### config.mk
export PLATFORM = sky130hd
export DESIGN_NAME = wb_timer
export DESIGN_NICKNAME = d
export VERILOG_FILES = /design/src/rtl/wb_timer_pkg.sv /design/src/rtl/wb_timer_prescaler.sv /design/src/rtl/wb_timer.sv
export SDC_FILE = /design/constraint.sdc
export NUM_CORES = 1
export LEC_CHECK = 0
export ABC_AREA = 0
export CORE_MARGIN = 5
export CORE_UTILIZATION = 50
export CTS_BUF_LIST = sky130_fd_sc_hd__clkbuf_16
export DETAILED_ROUTE_END_ITERATION = 10
export PLACE_DENSITY = 0.84
export REMOVE_ABC_BUFFERS = 1
export SLEW_MARGIN = 20
export SYNTH_ARGS = -nofsm -noshare
export SYNTH_HDL_FRONTEND = slang
export SYNTH_SLANG_ARGS = --single-unit
### constraint.sdc
create_clock -name wb_clk_i -period 2.6 [get_ports wb_clk_i]
set_clock_uncertainty 0.1 [all_clocks]
set_input_delay 0.52 -clock wb_clk_i [delete_from_list [all_inputs] [get_ports wb_clk_i]]
set_output_delay 0.52 -clock wb_clk_i [all_outputs]
set_load 0.02 [all_outputs]
### src/rtl/wb_timer_pkg.sv
`default_nettype none
// ============================================================================
// Module      : wb_timer_pkg
// Description : Shared definitions for the wb_timer Wishbone timer/compare
//               unit: register word indices, CTRL/STATUS bit positions,
//               COMPARE reset value and a byte-lane merge helper.
// Revision    : 1.0 - initial release
// ============================================================================
package wb_timer_pkg;

    // Register word indices (bus adr[4:2])
    localparam logic [2:0] C_REG_CTRL     = 3'd0;
    localparam logic [2:0] C_REG_PRESCALE = 3'd1;
    localparam logic [2:0] C_REG_COUNT    = 3'd2;
    localparam logic [2:0] C_REG_COMPARE  = 3'd3;
    localparam logic [2:0] C_REG_STATUS   = 3'd4;

    // CTRL / STATUS bit positions
    localparam int C_CTRL_EN          = 0;
    localparam int C_CTRL_IRQ_EN      = 1;
    localparam int C_CTRL_AUTO_RELOAD = 2;
    localparam int C_STATUS_MATCH     = 0;

    localparam logic [31:0] C_COMPARE_RST = 32'hFFFF_FFFF;

    // CTRL register image; field order matches the bit positions above
    typedef struct packed {
        logic auto_reload;
        logic irq_en;
        logic en;
    } ctrl_t;

    // Replace the byte lanes of old_val selected by sel with those of new_val
    function automatic logic [31:0] byte_merge(
        input logic [31:0] old_val,
        input logic [31:0] new_val,
        input logic [3:0]  sel
    );
        logic [31:0] merged;
        merged = old_val;
        for (int i = 0; i < 4; i++) begin
            if (sel[i]) begin
                merged[8*i +: 8] = new_val[8*i +: 8];
            end
        end
        return merged;
    endfunction

endpackage : wb_timer_pkg
`default_nettype wire

### src/rtl/wb_timer_prescaler.sv
`default_nettype none
// ============================================================================
// Module      : wb_timer_prescaler
// Description : Clock prescaler for wb_timer. Counts 0..i_prescale while
//               enabled and emits a one-clock tick on the terminal count, so
//               one tick occurs every i_prescale+1 clocks (every clock when
//               i_prescale is 0). Disabled or cleared, the count sits at 0.
// Ports       : clk        - clock
//               rst        - synchronous active-high reset
//               i_en       - count enable
//               i_prescale - terminal count
//               i_clear    - restart the count from 0 (prescale rewrite)
//               o_tick     - timer tick, combinational from count state
// Revision    : 1.0 - initial release
// ============================================================================
module wb_timer_prescaler #(
    parameter int PRE_W = 16
) (
    input  logic             clk,
    input  logic             rst,
    input  logic             i_en,
    input  logic [PRE_W-1:0] i_prescale,
    input  logic             i_clear,
    output logic             o_tick
);

    localparam logic [PRE_W-1:0] C_PRE_ONE = {{(PRE_W-1){1'b0}}, 1'b1};

    logic [PRE_W-1:0] r_pre;
    logic             w_terminal;

    assign w_terminal = (r_pre == i_prescale);
    assign o_tick     = i_en & w_terminal;

    always_ff @(posedge clk) begin
        if (rst) begin
            r_pre <= '0;
        end else if (i_clear || !i_en || w_terminal) begin
            r_pre <= '0;
        end else begin
            r_pre <= r_pre + C_PRE_ONE;
        end
    end

endmodule : wb_timer_prescaler
`default_nettype wire

### src/rtl/wb_timer.sv
`default_nettype none
// ============================================================================
// Module      : wb_timer
// Description : Wishbone B4 classic slave timer/compare unit. A prescaled
//               32-bit up-counter is compared against COMPARE on every tick;
//               a hit sets STATUS.MATCH (W1C) and optionally reloads COUNT
//               to 0. irq_o is the registered MATCH & CTRL.IRQ_EN level.
// Ports       : wb_clk_i / wb_rst_i      - clock, synchronous active-high reset
//               wb_adr_i                 - word address (bus adr[4:2])
//               wb_dat_i / wb_sel_i      - write data and byte enables
//               wb_we_i/wb_cyc_i/wb_stb_i- Wishbone cycle control
//               wb_cti_i / wb_bte_i      - ignored, classic cycles only
//               wb_dat_o / wb_ack_o      - read data, one-cycle acknowledge
//               wb_err_o / wb_rty_o      - tied low
//               irq_o                    - level interrupt
// Revision    : 1.0 - initial release
// ============================================================================
module wb_timer
    import wb_timer_pkg::*;
#(
    parameter int          PRE_W   = 16,
    parameter logic [31:0] CNT_RST = 32'd0
) (
    input  logic        wb_clk_i,
    input  logic        wb_rst_i,
    input  logic [2:0]  wb_adr_i,
    input  logic [31:0] wb_dat_i,
    input  logic [3:0]  wb_sel_i,
    input  logic        wb_we_i,
    input  logic        wb_cyc_i,
    input  logic        wb_stb_i,
    input  logic [2:0]  wb_cti_i,
    input  logic [1:0]  wb_bte_i,
    output logic [31:0] wb_dat_o,
    output logic        wb_ack_o,
    output logic        wb_err_o,
    output logic        wb_rty_o,
    output logic        irq_o
);

    // ------------------------------------------------------------------
    // Registers
    // ------------------------------------------------------------------
    logic              r_ack;
    logic [31:0]       r_dat;
    logic              r_irq;
    ctrl_t             r_ctrl;
    logic [PRE_W-1:0]  r_prescale;
    logic [31:0]       r_count;
    logic [31:0]       r_compare;
    logic              r_match;

    // ------------------------------------------------------------------
    // Bus decode
    // ------------------------------------------------------------------
    logic        w_req;
    logic        w_wr;
    logic        w_wr_ctrl;
    logic        w_wr_pre;
    logic        w_wr_count;
    logic        w_wr_compare;
    logic        w_wr_status;
    logic        w_match_clr;
    logic        w_tick;
    logic        w_hit;
    logic [31:0] w_rd_data;
    logic [31:0] w_ctrl_merged;
    logic [31:0] w_pre_merged;
    logic [31:0] w_pre_ext;
    logic [31:0] w_count_next;
    logic        w_unused_ok;

    // A new request is accepted only while ack is low, so back-to-back
    // strobes see ack on alternate cycles.
    assign w_req = wb_cyc_i & wb_stb_i & ~r_ack;

    // Writes commit at the end of the ack cycle.
    assign w_wr         = wb_cyc_i & wb_stb_i & wb_we_i & r_ack;
    assign w_wr_ctrl    = w_wr & (wb_adr_i == C_REG_CTRL);
    assign w_wr_pre     = w_wr & (wb_adr_i == C_REG_PRESCALE);
    assign w_wr_count   = w_wr & (wb_adr_i == C_REG_COUNT);
    assign w_wr_compare = w_wr & (wb_adr_i == C_REG_COMPARE);
    assign w_wr_status  = w_wr & (wb_adr_i == C_REG_STATUS);
    assign w_match_clr  = w_wr_status & wb_sel_i[0] & wb_dat_i[C_STATUS_MATCH];

    assign w_pre_ext     = 32'(r_prescale);
    assign w_ctrl_merged = byte_merge({29'd0, r_ctrl}, wb_dat_i, wb_sel_i);
    assign w_pre_merged  = byte_merge(w_pre_ext, wb_dat_i, wb_sel_i);

    assign w_unused_ok = ^{wb_cti_i, wb_bte_i};

    // ------------------------------------------------------------------
    // Prescaler
    // ------------------------------------------------------------------
    wb_timer_prescaler #(
        .PRE_W (PRE_W)
    ) u_prescaler (
        .clk        (wb_clk_i),
        .rst        (wb_rst_i),
        .i_en       (r_ctrl.en),
        .i_prescale (r_prescale),
        .i_clear    (w_wr_pre),
        .o_tick     (w_tick)
    );

    // Comparison always uses the registered COMPARE, so a COMPARE write
    // landing in a tick cycle only affects later ticks.
    assign w_hit = w_tick & (r_count == r_compare);

    // COUNT next value: a software write takes precedence over the tick.
    always_comb begin
        w_count_next = r_count;
        if (w_tick) begin
            if (w_hit && r_ctrl.auto_reload) begin
                w_count_next = 32'd0;
            end else begin
                w_count_next = r_count + 32'd1;
            end
        end
        if (w_wr_count) begin
            w_count_next = byte_merge(r_count, wb_dat_i, wb_sel_i);
        end
    end

    // ------------------------------------------------------------------
    // Read mux
    // ------------------------------------------------------------------
    always_comb begin
        w_rd_data = 32'd0;
        case (wb_adr_i)
            C_REG_CTRL:     w_rd_data = {29'd0, r_ctrl};
            C_REG_PRESCALE: w_rd_data = w_pre_ext;
            C_REG_COUNT:    w_rd_data = r_count;
            C_REG_COMPARE:  w_rd_data = r_compare;
            C_REG_STATUS:   w_rd_data = {31'd0, r_match};
            default:        w_rd_data = 32'd0;
        endcase
    end

    // ------------------------------------------------------------------
    // Bus handshake and read data
    // ------------------------------------------------------------------
    always_ff @(posedge wb_clk_i) begin
        if (wb_rst_i) begin
            r_ack <= 1'b0;
            r_dat <= 32'd0;
        end else begin
            r_ack <= w_req;
            r_dat <= w_req ? w_rd_data : 32'd0;
        end
    end

    // ------------------------------------------------------------------
    // Register file
    // ------------------------------------------------------------------
    always_ff @(posedge wb_clk_i) begin
        if (wb_rst_i) begin
            r_ctrl     <= '0;
            r_prescale <= '0;
            r_count    <= CNT_RST;
            r_compare  <= C_COMPARE_RST;
            r_match    <= 1'b0;
            r_irq      <= 1'b0;
        end else begin
            if (w_wr_ctrl) begin
                r_ctrl <= ctrl_t'(w_ctrl_merged[2:0]);
            end
            if (w_wr_pre) begin
                r_prescale <= w_pre_merged[PRE_W-1:0];
            end
            if (w_wr_compare) begin
                r_compare <= byte_merge(r_compare, wb_dat_i, wb_sel_i);
            end
            r_count <= w_count_next;

            // A set in the same cycle as a W1C clear wins.
            if (w_hit) begin
                r_match <= 1'b1;
            end else if (w_match_clr) begin
                r_match <= 1'b0;
            end

            r_irq <= r_match & r_ctrl.irq_en;
        end
    end

    assign wb_ack_o = r_ack;
    assign wb_dat_o = r_dat;
    assign wb_err_o = 1'b0;
    assign wb_rty_o = 1'b0;
    assign irq_o    = r_irq;

endmodule : wb_timer
`default_nettype wire
==> flow_summary.json <==
{
  "cts_inserted_buffers": 17,
  "hold_path_class": "reg -> reg",
  "gp_congestion": 0.977,
  "start_util": 0.514,
  "dieArea_um2": 16100,
  "synthTopCellsByCount": "134 x dfxtp_1, 99 x nand2_1, 83 x nand3_1",
  "netSwitchingFraction": 0.216,
  "switching_power_w": 0.00101,
  "synthArstFlopShare": 0,
  "fin_crit_ps": 2520,
  "drt_wl_total_mm": 20.1,
  "max_freq_mhz": 397,
  "status": "finished, final reports clean",
  "power_density_nw_per_um2": 538,
  "yosysMostFrequentCell": "dfxtp_1",
  "wire_per_inst_um": 18.3,
  "gr-total-overflow": 0,
  "antenna_found_initial": 0,
  "rows": 42,
  "synth_seq_cells": 134,
  "drv_slew": 0,
  "syn_to_final_growth_pct": 27.0,
  "clock_path_buffers": 2,
  "cts_tree": "built",
  "pin_count": 85,
  "yosysSeqAreaShare": 0.393,
  "syn_area_um2": 6830,
  "cp.buffers_inverters": 1,
  "die_height_um": 127,
  "drc": 0,
  "synth_top_area_frac": 0.393,
  "utilization": 0.652,
  "dpl.hpwl_mm": 14.2,
  "fin_crit_sh": 0.969,
  "worstMarginPinSlew_ps": 1070,
  "yosys-top-cells-area": "dfxtp_1 39%, nand3_1 6.1%, xor2_1 5.6%",
  "avgSynthCellArea_um2": 8.45,
  "hold_viol": 0,
  "grt_pass1_wl_mm": 32.3,
  "grt_start_max_net_pins": 28,
  "htree_levels": 4,
  "cpMaxStageDelayCell": "dfxtp_1",
  "drtPass1Iterations": 5,
  "p_comb_frac": 0.055,
  "tns_ps": 0,
  "cp-end-kind": "register",
  "crit_fanout": 16,
  "drtAntennaViolNets": 0,
  "start_kind": "register",
  "regToRegSetupSlack_ps": 80,
  "power_frac_clock": 0.503,
  "p_seq_frac": 0.443,
  "place_inst": 1063,
  "crit_family": "simple AND/OR/NAND/NOR gates",
  "diodes": 0,
  "cts_root_buf": "clkbuf_16",
  "rsz0062_at_grt": "false",
  "finalPower_w": 0.00467,
  "drv_cap": 0,
  "hold_ws_ps": 380,
  "p_leak_nw": 3.30,
  "port-buffer-count": 77,
  "grt_use_total": 0.250,
  "instances_no_fill": 1095,
  "crit_arrival_ps": 2710,
  "drtIter0Drc": 700,
  "power.internal_w": 0.00366,
  "die_x_um": 127,
  "slowest_delay_ps": 480,
  "required_ps": 2790,
  "ys.flop_type": "dfxtp_1",
  "yosysTopAreaCell": "dfxtp_1",
  "cts.sinks": 134,
  "drive_gt1_frac": 0.139,
  "viasPerCell": 6.09,
  "peakVddDrop_uv": 402,
  "ys_types": 64,
  "vias": 6664,
  "crit_chain": "xor2_1, nor4_1, nand4_1, nand4bb_1, buf_4, a22oi_1, o221ai_1",
  "crit_type": "reg -> reg",
  "clkLatencyLatePin_ps": 430,
  "ys_warn_count": 0,
  "fin_nets": 957,
  "synth_edf_count": 0,
  "grt_pass1_vias": 6402,
  "core_area_um2": 13300,
  "path_clk_slew_ps": 60,
  "netlist_instances": 808,
  "slew_headroom": 0.284,
  "setup_violations": 0
}
-- state kept, by name, indices dropped and copies added, names as in the netlist --
signal	cells
r_match	1
irq_o	1
u_prescaler.r_pre	16
r_ctrl	3
r_count	32
wb_dat_o	32
r_prescale	16
r_compare	32
wb_ack_o	1
-- power by group through the flow --
| stage | registers, W | clock network, W | logic, W |
|---|---|---|---|
| 2_1_floorplan | 0.00212 | 0 | 0.0000732 |
| 3_3_place_gp | 0.00211 | 0 | 0.000249 |
| 3_5_place_dp | 0.00211 | 0 | 0.000251 |
| 4_1_cts | 0.00206 | 0.00237 | 0.000252 |
| 5_1_grt | 0.00206 | 0.00246 | 0.000270 |
| 6_report | 0.00207 | 0.00234 | 0.000256 |
-- final cells by class --
| class | instances | area [um2] |
|---|---|---|
| Clock buffer | 17 | 425 |
| Clock inverter | 15 | 145 |
| Fill cell | 1043 | 4630 |
| Inverter | 19 | 71.3 |
| Multi-Input combinational cell | 590 | 3800 |
| Sequential cell | 134 | 2680 |
| Tap cell | 176 | 220 |
| Timing Repair Buffer | 144 | 1320 |
-- worst paths after layout --
kind,start,end,cells past startpoint
min,wb_ack_o$_SDFF_PP0_,wb_ack_o$_SDFF_PP0_,1
min reg2reg,wb_ack_o$_SDFF_PP0_,wb_ack_o$_SDFF_PP0_,1
max,r_count[13]$_SDFFE_PP0P_,r_count[22]$_SDFFE_PP0P_,7
max reg2reg,r_count[13]$_SDFFE_PP0P_,r_count[22]$_SDFFE_PP0P_,7
-- worst reg2reg max path, stage by stage (launching register included) --
cell and delay (ps):
dfxtp_1 480, xor2_1 110, nor4_1 430, nand4_1 270, nand4bb_1 360, buf_4 290
a22oi_1 190, o221ai_1 150
-- repair_timing --
item | 4_1_cts | 5_1_grt
hold buffers | 0 | 0
buffers inserted | 0 | 0
resized for setup | 0 | 3
setup endpoints to repair | 0 | 2
-- stage by stage --
stage | worst slack, ps | area [um2]
floorplan | -766 | 6540
global placement | -40.4 | 8080
detailed placement | -178 | 8080
CTS | 144 | 8650
global route | 8.41 | 8670
finish | 80.5 | 8670
-- cells by family after synthesis --
| kind of cell | synth area share |
|---|---|
| AO/OA/AOI/OAI | 0.146 |
| buffers and inverters | 0.0539 |
| flip-flops | 0.393 |
| other | 0.000549 |
| XOR/XNOR | 0.0834 |
| AND/OR/NAND/NOR | 0.263 |
| multiplexers | 0.0562 |
| adder cells (fa/ha/maj) | 0.00366 |
-- placed cells by master, fill, tap and decap left out, drive strengths merged, types with 20 or more instances in the layout --
cell,count
a22oi,44
buf,67
clkdlybuf4s50,77
dfxtp,134
inv,21
nand2,99
nand3,83
nand4,20
nor2,73
xnor2,21
xor2,44
-- routing by layer --
metal | track usage | up-vias | wire length [um]
met5 | 0 | - | 0
met4 | 0.121 | 0 | 696
met3 | 0.0601 | 71 | 1810
met2 | 0.389 | 394 | 9260
met1 | 0.325 | 3103 | 8300
li1 | - | 3096 | -
No activity file was read; power rests on OpenSTA's default activity.
